===== config.mk =====
export PLATFORM = sky130hd
export DESIGN_NAME = hilo_sequencer
export DESIGN_NICKNAME = d
export VERILOG_FILES = /design/src/rtl/hilo_pkg.sv /design/src/rtl/hilo_timeout_counter.sv /design/src/rtl/hilo_sequencer.sv
export SDC_FILE = /design/constraint.sdc
export NUM_CORES = 1
export LEC_CHECK = 0
export ABC_AREA = 1
export CAP_MARGIN = 20
export CORE_AREA = 3 3 153 125
export CTS_CLUSTER_DIAMETER = 60
export DETAILED_ROUTE_END_ITERATION = 10
export DIE_AREA = 0 0 156 128
export PLACE_DENSITY_LB_ADDON = 0.08
export SYNTH_ARGS = -nofsm -noshare
export SYNTH_HDL_FRONTEND = slang
export SYNTH_SLANG_ARGS = --single-unit

===== constraint.sdc =====
create_clock -name clk -period 1.9 [get_ports clk]
set_input_delay 0.19 -clock clk [delete_from_list [all_inputs] [get_ports clk]]
set_output_delay 0.19 -clock clk [all_outputs]
set_load 0.01 [all_outputs]

===== src/rtl/hilo_pkg.sv =====
// Shared types and constants for the HI/LO multiply/divide sequencer.
//   state_t : sequencer FSM states
//   fault_t : cause reported when the sequencer enters ST_FAULT
package hilo_pkg;

   localparam int unsigned DEFAULT_TIMEOUT_CYCLES = 40;
   localparam int unsigned CNT_W                  = 8;

   localparam logic OP_MULT = 1'b0;
   localparam logic OP_DIV  = 1'b1;

   typedef enum logic [2:0] {
      ST_IDLE   = 3'd0,
      ST_LAUNCH = 3'd1,
      ST_WAIT   = 3'd2,
      ST_COMMIT = 3'd3,
      ST_FAULT  = 3'd4
   } state_t;

   typedef enum logic {
      FC_DIV_ZERO = 1'b0,
      FC_TIMEOUT  = 1'b1
   } fault_t;

endpackage


===== src/rtl/hilo_timeout_counter.sv =====
// Loadable down-counter that watches for a stuck arithmetic unit.
//   clk, reset  : clock, async active-low reset
//   load        : load load_val (wins over dec)
//   load_val    : reload value
//   dec         : decrement by one, saturating at zero
//   expired_c   : count is zero (decoded from the count register)
module hilo_timeout_counter
   import hilo_pkg::*;
#(
   parameter int unsigned W = CNT_W
) (
   input  logic         clk,
   input  logic         reset,
   input  logic         load,
   input  logic [W-1:0] load_val,
   input  logic         dec,
   output logic         expired_c
);

   logic [W-1:0] cnt;

   // Count register
   always_ff @(posedge clk or negedge reset) begin
      if (!reset) begin
         cnt <= '0;
      end else if (load) begin
         cnt <= load_val;
      end else if (dec && (cnt != '0)) begin
         cnt <= cnt - W'(1);
      end
   end

   assign expired_c = (cnt == '0);

endmodule


===== src/rtl/hilo_sequencer.sv =====
// Sequences the shared multiplier/divider and owns the HI/LO registers.
//   Control side : req_valid/req_op/req_a/req_b/req_ready, abort,
//                  done/div_zero/timeout pulses
//   Unit side    : mult_start/div_start, unit_a/unit_b operands,
//                  mult_ready/mult_hi/mult_lo, div_ready/div_hi/div_lo
//   Direct write : hi_wr/lo_wr/wr_data (MTHI/MTLO), honoured only when idle
//   State        : hi_out/lo_out
module hilo_sequencer
   import hilo_pkg::*;
#(
   parameter int unsigned WIDTH          = 32,
   parameter int unsigned TIMEOUT_CYCLES = DEFAULT_TIMEOUT_CYCLES
) (
   input  logic             clk,
   input  logic             reset,
   input  logic             req_valid,
   input  logic             req_op,
   input  logic [WIDTH-1:0] req_a,
   input  logic [WIDTH-1:0] req_b,
   output logic             req_ready,
   input  logic             abort,
   output logic             mult_start,
   output logic             div_start,
   output logic [WIDTH-1:0] unit_a,
   output logic [WIDTH-1:0] unit_b,
   input  logic             mult_ready,
   input  logic [WIDTH-1:0] mult_hi,
   input  logic [WIDTH-1:0] mult_lo,
   input  logic             div_ready,
   input  logic [WIDTH-1:0] div_hi,
   input  logic [WIDTH-1:0] div_lo,
   input  logic             hi_wr,
   input  logic             lo_wr,
   input  logic [WIDTH-1:0] wr_data,
   output logic [WIDTH-1:0] hi_out,
   output logic [WIDTH-1:0] lo_out,
   output logic             done,
   output logic             div_zero,
   output logic             timeout
);

   // Counter reload: LAUNCH loads N-1 so WAIT lasts at most N cycles
   localparam logic [CNT_W-1:0] CNT_LOAD = CNT_W'(TIMEOUT_CYCLES - 1);

   state_t           state;
   logic             op_reg;
   logic             sel_ready_c;
   logic [WIDTH-1:0] sel_hi_c;
   logic [WIDTH-1:0] sel_lo_c;
   logic             cnt_load_c;
   logic             cnt_dec_c;
   logic             cnt_expired_c;
   logic             enter_fault_c;
   fault_t           fault_cause_c;

   // Only the launched unit's handshake is ever looked at
   assign sel_ready_c = (op_reg == OP_DIV) ? div_ready : mult_ready;
   assign sel_hi_c    = (op_reg == OP_DIV) ? div_hi    : mult_hi;
   assign sel_lo_c    = (op_reg == OP_DIV) ? div_lo    : mult_lo;

   // Held low while reset is asserted, idle-decoded otherwise
   assign req_ready = reset && (state == ST_IDLE);

   assign cnt_load_c = (state == ST_LAUNCH);
   assign cnt_dec_c  = (state == ST_WAIT) && !sel_ready_c && !cnt_expired_c;

   hilo_timeout_counter #(
      .W (CNT_W)
   ) u_timeout_counter (
      .clk       (clk),
      .reset     (reset),
      .load      (cnt_load_c),
      .load_val  (CNT_LOAD),
      .dec       (cnt_dec_c),
      .expired_c (cnt_expired_c)
   );

   // Fault entry decode; its cause selects which pulse fires in ST_FAULT
   always_comb begin
      enter_fault_c = 1'b0;
      fault_cause_c = FC_TIMEOUT;
      if ((state == ST_IDLE) && req_valid && (req_op == OP_DIV) && (req_b == '0)) begin
         enter_fault_c = 1'b1;
         fault_cause_c = FC_DIV_ZERO;
      end else if ((state == ST_WAIT) && !abort && !sel_ready_c && cnt_expired_c) begin
         enter_fault_c = 1'b1;
         fault_cause_c = FC_TIMEOUT;
      end
   end

   // Sequencer FSM with registered outputs and HI/LO state
   always_ff @(posedge clk or negedge reset) begin
      if (!reset) begin
         state      <= ST_IDLE;
         op_reg     <= OP_MULT;
         unit_a     <= '0;
         unit_b     <= '0;
         hi_out     <= '0;
         lo_out     <= '0;
         mult_start <= 1'b0;
         div_start  <= 1'b0;
         done       <= 1'b0;
         div_zero   <= 1'b0;
         timeout    <= 1'b0;
      end else begin
         mult_start <= 1'b0;
         div_start  <= 1'b0;
         done       <= 1'b0;
         div_zero   <= enter_fault_c && (fault_cause_c == FC_DIV_ZERO);
         timeout    <= enter_fault_c && (fault_cause_c == FC_TIMEOUT);

         case (state)
            ST_IDLE: begin
               // Direct writes land even on an accept edge; the commit overwrites later
               if (hi_wr) hi_out <= wr_data;
               if (lo_wr) lo_out <= wr_data;
               if (req_valid) begin
                  op_reg <= req_op;
                  unit_a <= req_a;
                  unit_b <= req_b;
                  if (enter_fault_c) begin
                     state <= ST_FAULT;
                  end else begin
                     state      <= ST_LAUNCH;
                     mult_start <= (req_op == OP_MULT);
                     div_start  <= (req_op == OP_DIV);
                  end
               end
            end

            ST_LAUNCH: begin
               state <= abort ? ST_IDLE : ST_WAIT;
            end

            ST_WAIT: begin
               if (abort) begin
                  state <= ST_IDLE;
               end else if (sel_ready_c) begin
                  hi_out <= sel_hi_c;
                  lo_out <= sel_lo_c;
                  done   <= 1'b1;
                  state  <= ST_COMMIT;
               end else if (enter_fault_c) begin
                  state <= ST_FAULT;
               end
            end

            // HI/LO already written on entry, so abort cannot cancel it
            ST_COMMIT: state <= ST_IDLE;

            ST_FAULT:  state <= ST_IDLE;

            default:   state <= ST_IDLE;
         endcase
      end
   end

endmodule

==> impl_metrics.py, run 1 <==
metrics = {
    "drt": {
        "drc": 0,
        "drt_first_pass_iters": 6,
        "wirelength_mm": 26.0,
        "viasPerCell": 4.84,
        "ant_nets": 0,
        "drtIter0Drc": 547,
        "vias": 7712,
        "wl_per_cell_um": 16.3,
    },
    "cts": {
        "clockBufferDepth": 2,
        "cts_sinks": 145,
        "cts_setup_buffers": 0,
        "cts-buffers-inserted": 17,
        "cts_root_buffer": "clkbuf_16",
        "clk_pin_slew_ps": 70,
        "h-tree-depth": 4,
        "clk-insertion-delay-late_ps": 420,
        "cts_tree": "yes",
    },
    "global_route": {
        "top_usage_layer": "met2",
        "grt_pass1_wl_mm": 40.1,
        "grt_overflow": 0,
        "antenna_found_initial": 1,
        "grt_max_degree": 146,
        "grt_util_met2": 0.425,
        "grt_pass1_vias": 7440,
        "grt_use_met1": 0.329,
        "grtUsageMet3": 0.0624,
        "grtUsageTotal": 0.255,
    },
    "place": {
        "pre_cts_ws_ps": 90.3,
        "dp_hpwl_mm": 19.4,
        "portBuffers": 366,
        "gp_congestion": 0.818,
        "place_area_um2": 11200,
    },
    "synth": {
        "synthTopCellsByArea": "dfrtp_1 50%, nand2_1 28%, o21ai_0 4.0%",
        "synth_xor_area_frac": 0.00121,
        "ys_types": 26,
        "synth_fa_ha_area_frac": 0.00347,
        "async_flop_share": 1.00,
        "synth_top_family_by_area": "simple AND/OR/NAND/NOR gates",
        "synth_warnings": 0,
        "synth_flop_cell": "dfrtp_1",
        "synth_cells": 1004,
        "synthSimpleGateAreaFrac": 0.362,
        "synth_top_area_cell": "dfrtp_1",
        "synth_top_cell_area_share": 0.503,
        "syn_area_um2": 7210,
        "synth_fp_nets": 1239,
        "synth_edf_count": 0,
        "ys_seq_area_frac": 0.503,
        "synth_mux_area_frac": 0,
        "yosys-top-cells-count": "546 x nand2_1, 145 x dfrtp_1, 59 x nor2_1",
        "synth_compound_area_frac": 0.0736,
        "syn_avg_cell_area_um2": 7.18,
        "synth_most_common_cell": "nand2_1",
        "ys_ff_latch": 145,
    },
    "sta": {
        "fin_crit_ps": 1770,
        "drv_slew": 0,
        "timing.hold.ws_ps": 298,
        "tns_ps": 0,
        "hold_viol": 0,
        "fmax_mhz": 566,
        "worst_pin_slew_ps": 790,
        "setup_viol": 0,
        "worst_slack_ps": 134,
        "maxSlewHeadroom": 0.474,
        "period_share": 0.929,
        "clock_skew_ps": 9.26,
    },
    "worst_setup_path": {
        "crit_chain": "nor2_2 > nand2_2 > nor2_1 > dlygate4sd2_1",
        "startpoint": "state[2]$_DFFE_PN0P_",
        "max_stage_delay_ps": 470,
        "r2r_end": "lo_out[3]$_DFFE_PN0P_",
        "r2r_slack_ps": 180,
        "crit_type": "reg -> out",
        "critPathMaxFanout": 4,
        "cp_top_family": "flip-flops",
        "cp.required_ps": 1710,
        "end_kind": "primary output",
        "critPathLaunchType": "register",
        "r2r_cells": 8,
        "r2r-start": "state[0]$_DFFE_PN0P_",
        "critical_path_buf_inv_count": 1,
        "crit_path_top_delay_cell": "dfrtp_2",
        "worstPathArrival_ps": 1580,
    },
    "die": {
        "die_x_um": 156,
        "start_util": 0.412,
        "core_region_area_um2": 17500,
        "die_area_um2": 20000,
        "ios": 367,
        "die-height_um": 128,
        "row_count": 43,
    },
    "worst_hold_path": {
        "worstHoldStart": "req_a[10]",
        "hold_path_depth": 3,
        "hold_path_class": "in -> reg",
        "min_delay_worst_endpoint": "unit_a[10]$_DFFE_PN0P_",
    },
    "finish": {
        "design_area_um2": 11800,
        "area_delta_synth_final_pct": 63.3,
        "multi_input_area_um2": 3190,
        "nets": 1588,
        "drive_gt1_frac": 0.0483,
        "seq_area_um2": 3630,
        "nFillCells": 1567,
    },
    "power_and_ir_drop": {
        "irDropWorstVdd_v": 0.000973,
        "power_mw": 17.7,
        "p_leak_nw": 5.63,
        "p_per_area_nw_per_um2": 1500,
    },
    "outcome": {
        "status": "complete, no violations",
    },
    "flow_run": {
        "drv_cap": 0,
    },
}
-- worst max-delay path by stage --
stage / cells after the start / endpoint / slack (ps)
6_report: 4 / req_ready / 130
5_1_grt: 8 / lo_out[10]$_DFFE_PN0P_ / -6
4_1_cts: 7 / hi_out[18]$_DFFE_PN0P_ / 70
3_5_place_dp: 10 / lo_out[11]$_DFFE_PN0P_ / 90
3_3_place_gp: 7 / hi_out[18]$_DFFE_PN0P_ / 150
2_1_floorplan: 9 / u_timeout_counter.cnt[0]$_DFFE_PN0P_ / 430
-- metal layers --
layer	routed length, µm	share of wire	vias up
met5	0	0	-
met4	729	0.028	0
met3	1910	0.074	45
met2	12600	0.48	278
met1	10700	0.41	3551
li1	-	-	3838
-- cells by family (layout without fill, tap and decap cells) --
kind of cell	count (synthesis)	in the layout
AO/OA/AOI/OAI	95	95
XOR/XNOR	1	1
adder cells (fa/ha/maj)	2	2
buffers and inverters	95	457
flip-flops	145	145
other	0	1
AND/OR/NAND/NOR	666	666
-- per-stage QoR --
| step | util | cells |
|---|---|---|
| floorplan | - | 1004 |
| global placement | 0.638 | 1558 |
| detailed placement | 0.638 | 1558 |
| CTS | 0.673 | 1591 |
| global route | 0.674 | 1592 |
| finish | 0.674 | 1592 |
-- placed cells by master (no fill, tap or decap), drive strengths merged, types with 2 or more instances in the layout --
cell type / netlist / final
ha: 2 / 2
a21oi: 2 / 2
clkbuf: 22 / 19
clkdlybuf4s50: 0 / 364
nand2: 550 / 550
nor3: 5 / 5
bufinv: 0 / 2
a31oi: 32 / 32
inv: 40 / 44
clkinv: 0 / 5
nor2: 62 / 62
dfrtp: 145 / 145
buf: 33 / 19
nand4: 5 / 5
clkinvlp: 0 / 2
o21ai: 59 / 59
nand3: 43 / 43
-- power breakdown --
group	internal [mW]	switching [mW]	leakage (nW)	total [mW]
Combinational	4.21	4.82	3.58	9.03
Sequential	4.51	0.768	1.76	5.27
Clock	2.00	1.39	0.286	3.39
Total	10.7	6.98	5.63	17.7
-- worst reg2reg max path, delay by kind of cell (launching register included) --
kind            cells  cell delay (ps)
compound gates      1              160
buf+inv             2              310
flops               1              400
simple gates        5              790
-- layout make-up --
type                            count  share of cell area
Tap cell                          225              0.0239
Antenna cell                        1            0.000212
Timing Repair Buffer              385               0.334
Inverter                           40              0.0127
Multi-Input combinational cell    764               0.270
Clock inverter                     13              0.0130
Sequential cell                   145               0.308
Clock buffer                       19              0.0376
-- what timing repair did --
action	4_1_cts	5_1_grt
resized for setup	2	3
endpoints found under the setup margin	1	35
hold buffers	1	0
gates cloned	0	0
hold endpoints to repair	145	0
No activity file was read; power rests on OpenSTA's default activity.
==> run 2, diff against run 1 <==
Clock period 1.9 ns to 1.85 ns, I/O delays scaled along.
==> impl_metrics.py, run 2 (synthesized netlist as in run 1, its figures left out) <==
metrics = {
    "outcome": {
        "status": "complete, no violations",
    },
    "worst_setup_path": {
        "critPathLaunchType": "register",
        "critPathCapture": "req_ready",
        "cp.required_ps": 1660,
        "crit_chain": "nor2_2 > nand2_2 > nor2_1 > dlygate4sd2_1",
        "r2r_slack_ps": 190,
        "end_kind": "primary output",
        "crit_path_top_delay_cell": "dfrtp_1",
        "crit_type": "reg -> out",
        "critPathMaxFanout": 4,
        "r2r-start": "op_reg$_DFFE_PN0P_",
        "cp_top_family": "flip-flops",
        "critical_path_buf_inv_count": 1,
        "max_stage_delay_ps": 450,
        "worstPathArrival_ps": 1530,
        "startpoint": "state[2]$_DFFE_PN0P_",
        "cp.depth": 4,
        "r2r_end": "hi_out[18]$_DFFE_PN0P_",
        "r2r_cells": 9,
    },
    "cts": {
        "clk_pin_slew_ps": 60,
        "clk-insertion-delay-late_ps": 420,
        "cts-buffers-inserted": 17,
        "cts_tree": "yes",
        "clockBufferDepth": 2,
        "h-tree-depth": 4,
        "cts_root_buffer": "clkbuf_16",
        "cts_sinks": 145,
    },
    "drt": {
        "wl_per_cell_um": 16.0,
        "vias": 7678,
        "viasPerCell": 4.81,
        "drc": 0,
        "drt_first_pass_iters": 5,
        "drtIter0Drc": 461,
        "ant_nets": 0,
        "wirelength_mm": 25.5,
    },
    "flow_run": {
        "drv_cap": 0,
    },
    "place": {
        "gp_congestion": 0.810,
        "pre_cts_ws_ps": 71.5,
        "portBuffers": 366,
        "dp_hpwl_mm": 19.0,
    },
    "sta": {
        "fin_crit_ps": 1710,
        "hold_viol": 0,
        "period_share": 0.926,
        "setup_viol": 0,
        "worst_pin_slew_ps": 781,
        "fmax_mhz": 584,
        "worst_slack_ps": 137,
        "maxSlewHeadroom": 0.479,
        "grt_setup_unrepaired": "no",
        "clock_skew_ps": 8.70,
        "tns_ps": 0,
        "drv_slew": 0,
    },
    "die": {
        "die-height_um": 128,
        "row_count": 43,
        "core_region_area_um2": 17500,
        "start_util": 0.412,
        "die_x_um": 156,
        "die_area_um2": 20000,
        "ios": 367,
    },
    "finish": {
        "area_delta_synth_final_pct": 63.3,
        "nets": 1593,
        "mostFrequentLayoutCell": "nand2_1",
        "final_cell_mix": "545 x nand2_1, 364 x clkdlybuf4s50_1, 144 x dfrtp_1",
        "drive_gt1_frac": 0.0503,
    },
    "worst_hold_path": {
        "hold_path_class": "in -> reg",
    },
    "global_route": {
        "grtUsageTotal": 0.252,
        "grt_pass1_wl_mm": 39.8,
        "grt_pass1_vias": 7386,
        "antenna_found_initial": 1,
        "grt_max_degree": 146,
        "grt_overflow": 0,
    },
    "power_and_ir_drop": {
        "irDropWorstVdd_v": 0.000855,
        "p_leak_nw": 5.64,
        "p_per_area_nw_per_um2": 1530,
    },
}
==> run 2: power by group <==
part | switching [mW] | total, mW | internal (mW) | leakage, nW
registers | 0.758 | 5.39 | 4.63 | 1.76
logic | 4.94 | 9.36 | 4.42 | 3.61
clock network | 1.39 | 3.30 | 1.91 | 0.276
total | 7.09 | 18.1 | 11.0 | 5.64
==> run 2: what timing repair did <==
item	CTS	global route
buffers inserted	0	0
hold endpoints to repair	145	0
gates resized for setup	1	1
hold buffers	1	0
endpoints found under the setup margin	1	3
==> run 2: worst min-delay path by stage <==
stage               startpoint                      to  slack, ps  cells past startpoint
floorplan                reset     div_start$_DFF_PN0_       -110                      0
global placement         reset  hi_out[16]$_DFFE_PN0P_        410                      2
detailed placement       reset   hi_out[3]$_DFFE_PN0P_        410                      2
CTS                  req_a[24]  unit_a[24]$_DFFE_PN0P_        280                      3
global route         req_a[10]  unit_a[10]$_DFFE_PN0P_        290                      3
finish               req_a[24]  unit_a[24]$_DFFE_PN0P_        300                      3
==> run 2: cell type report <==
class / count / area (µm²)
Tap cell: 225 / 282
Antenna cell: 1 / 2.50
Multi-Input combinational cell: 764 / 3170
Timing Repair Buffer: 390 / 3970
Inverter: 40 / 150
Sequential cell: 145 / 3630
Clock buffer: 19 / 443
Clock inverter: 13 / 125
Fill cell: 1498 / 5710
==> run 2: per-stage QoR <==
stage                     hold WS (ps)  utilization  power [mW]  instances  instance area (µm²)
after floorplan                   -111            -        9.92       1004                 7210
after global placement             414        0.640        14.7       1563                11200
after detailed placement           408        0.640        14.9       1563                11200
after CTS                          282        0.673        18.3       1596                11800
after global routing               292        0.674        19.5       1597                11800
final                              304        0.674        18.1       1597                11800
==> run 2: metal layers <==
metal | track usage | routed length, µm | vias up | share of wire
li1 | - | - | 3856 | -
met1 | 0.316 | 10700 | 3534 | 0.42
met2 | 0.428 | 12500 | 252 | 0.49
met3 | 0.0675 | 1800 | 36 | 0.071
met4 | 0.0717 | 518 | 0 | 0.020
met5 | 0 | 0 | - | 0
==> run 2: worst reg2reg max path, cell delays in order (launching register included) <==
cell and delay [ps]:
dfrtp_2 440, buf_4 360, inv_2 100, buf_12 200, nand2_1 100, nand2_1 80
nand2_1 80, nand2_1 50, nand3_1 100, nand2_1 50
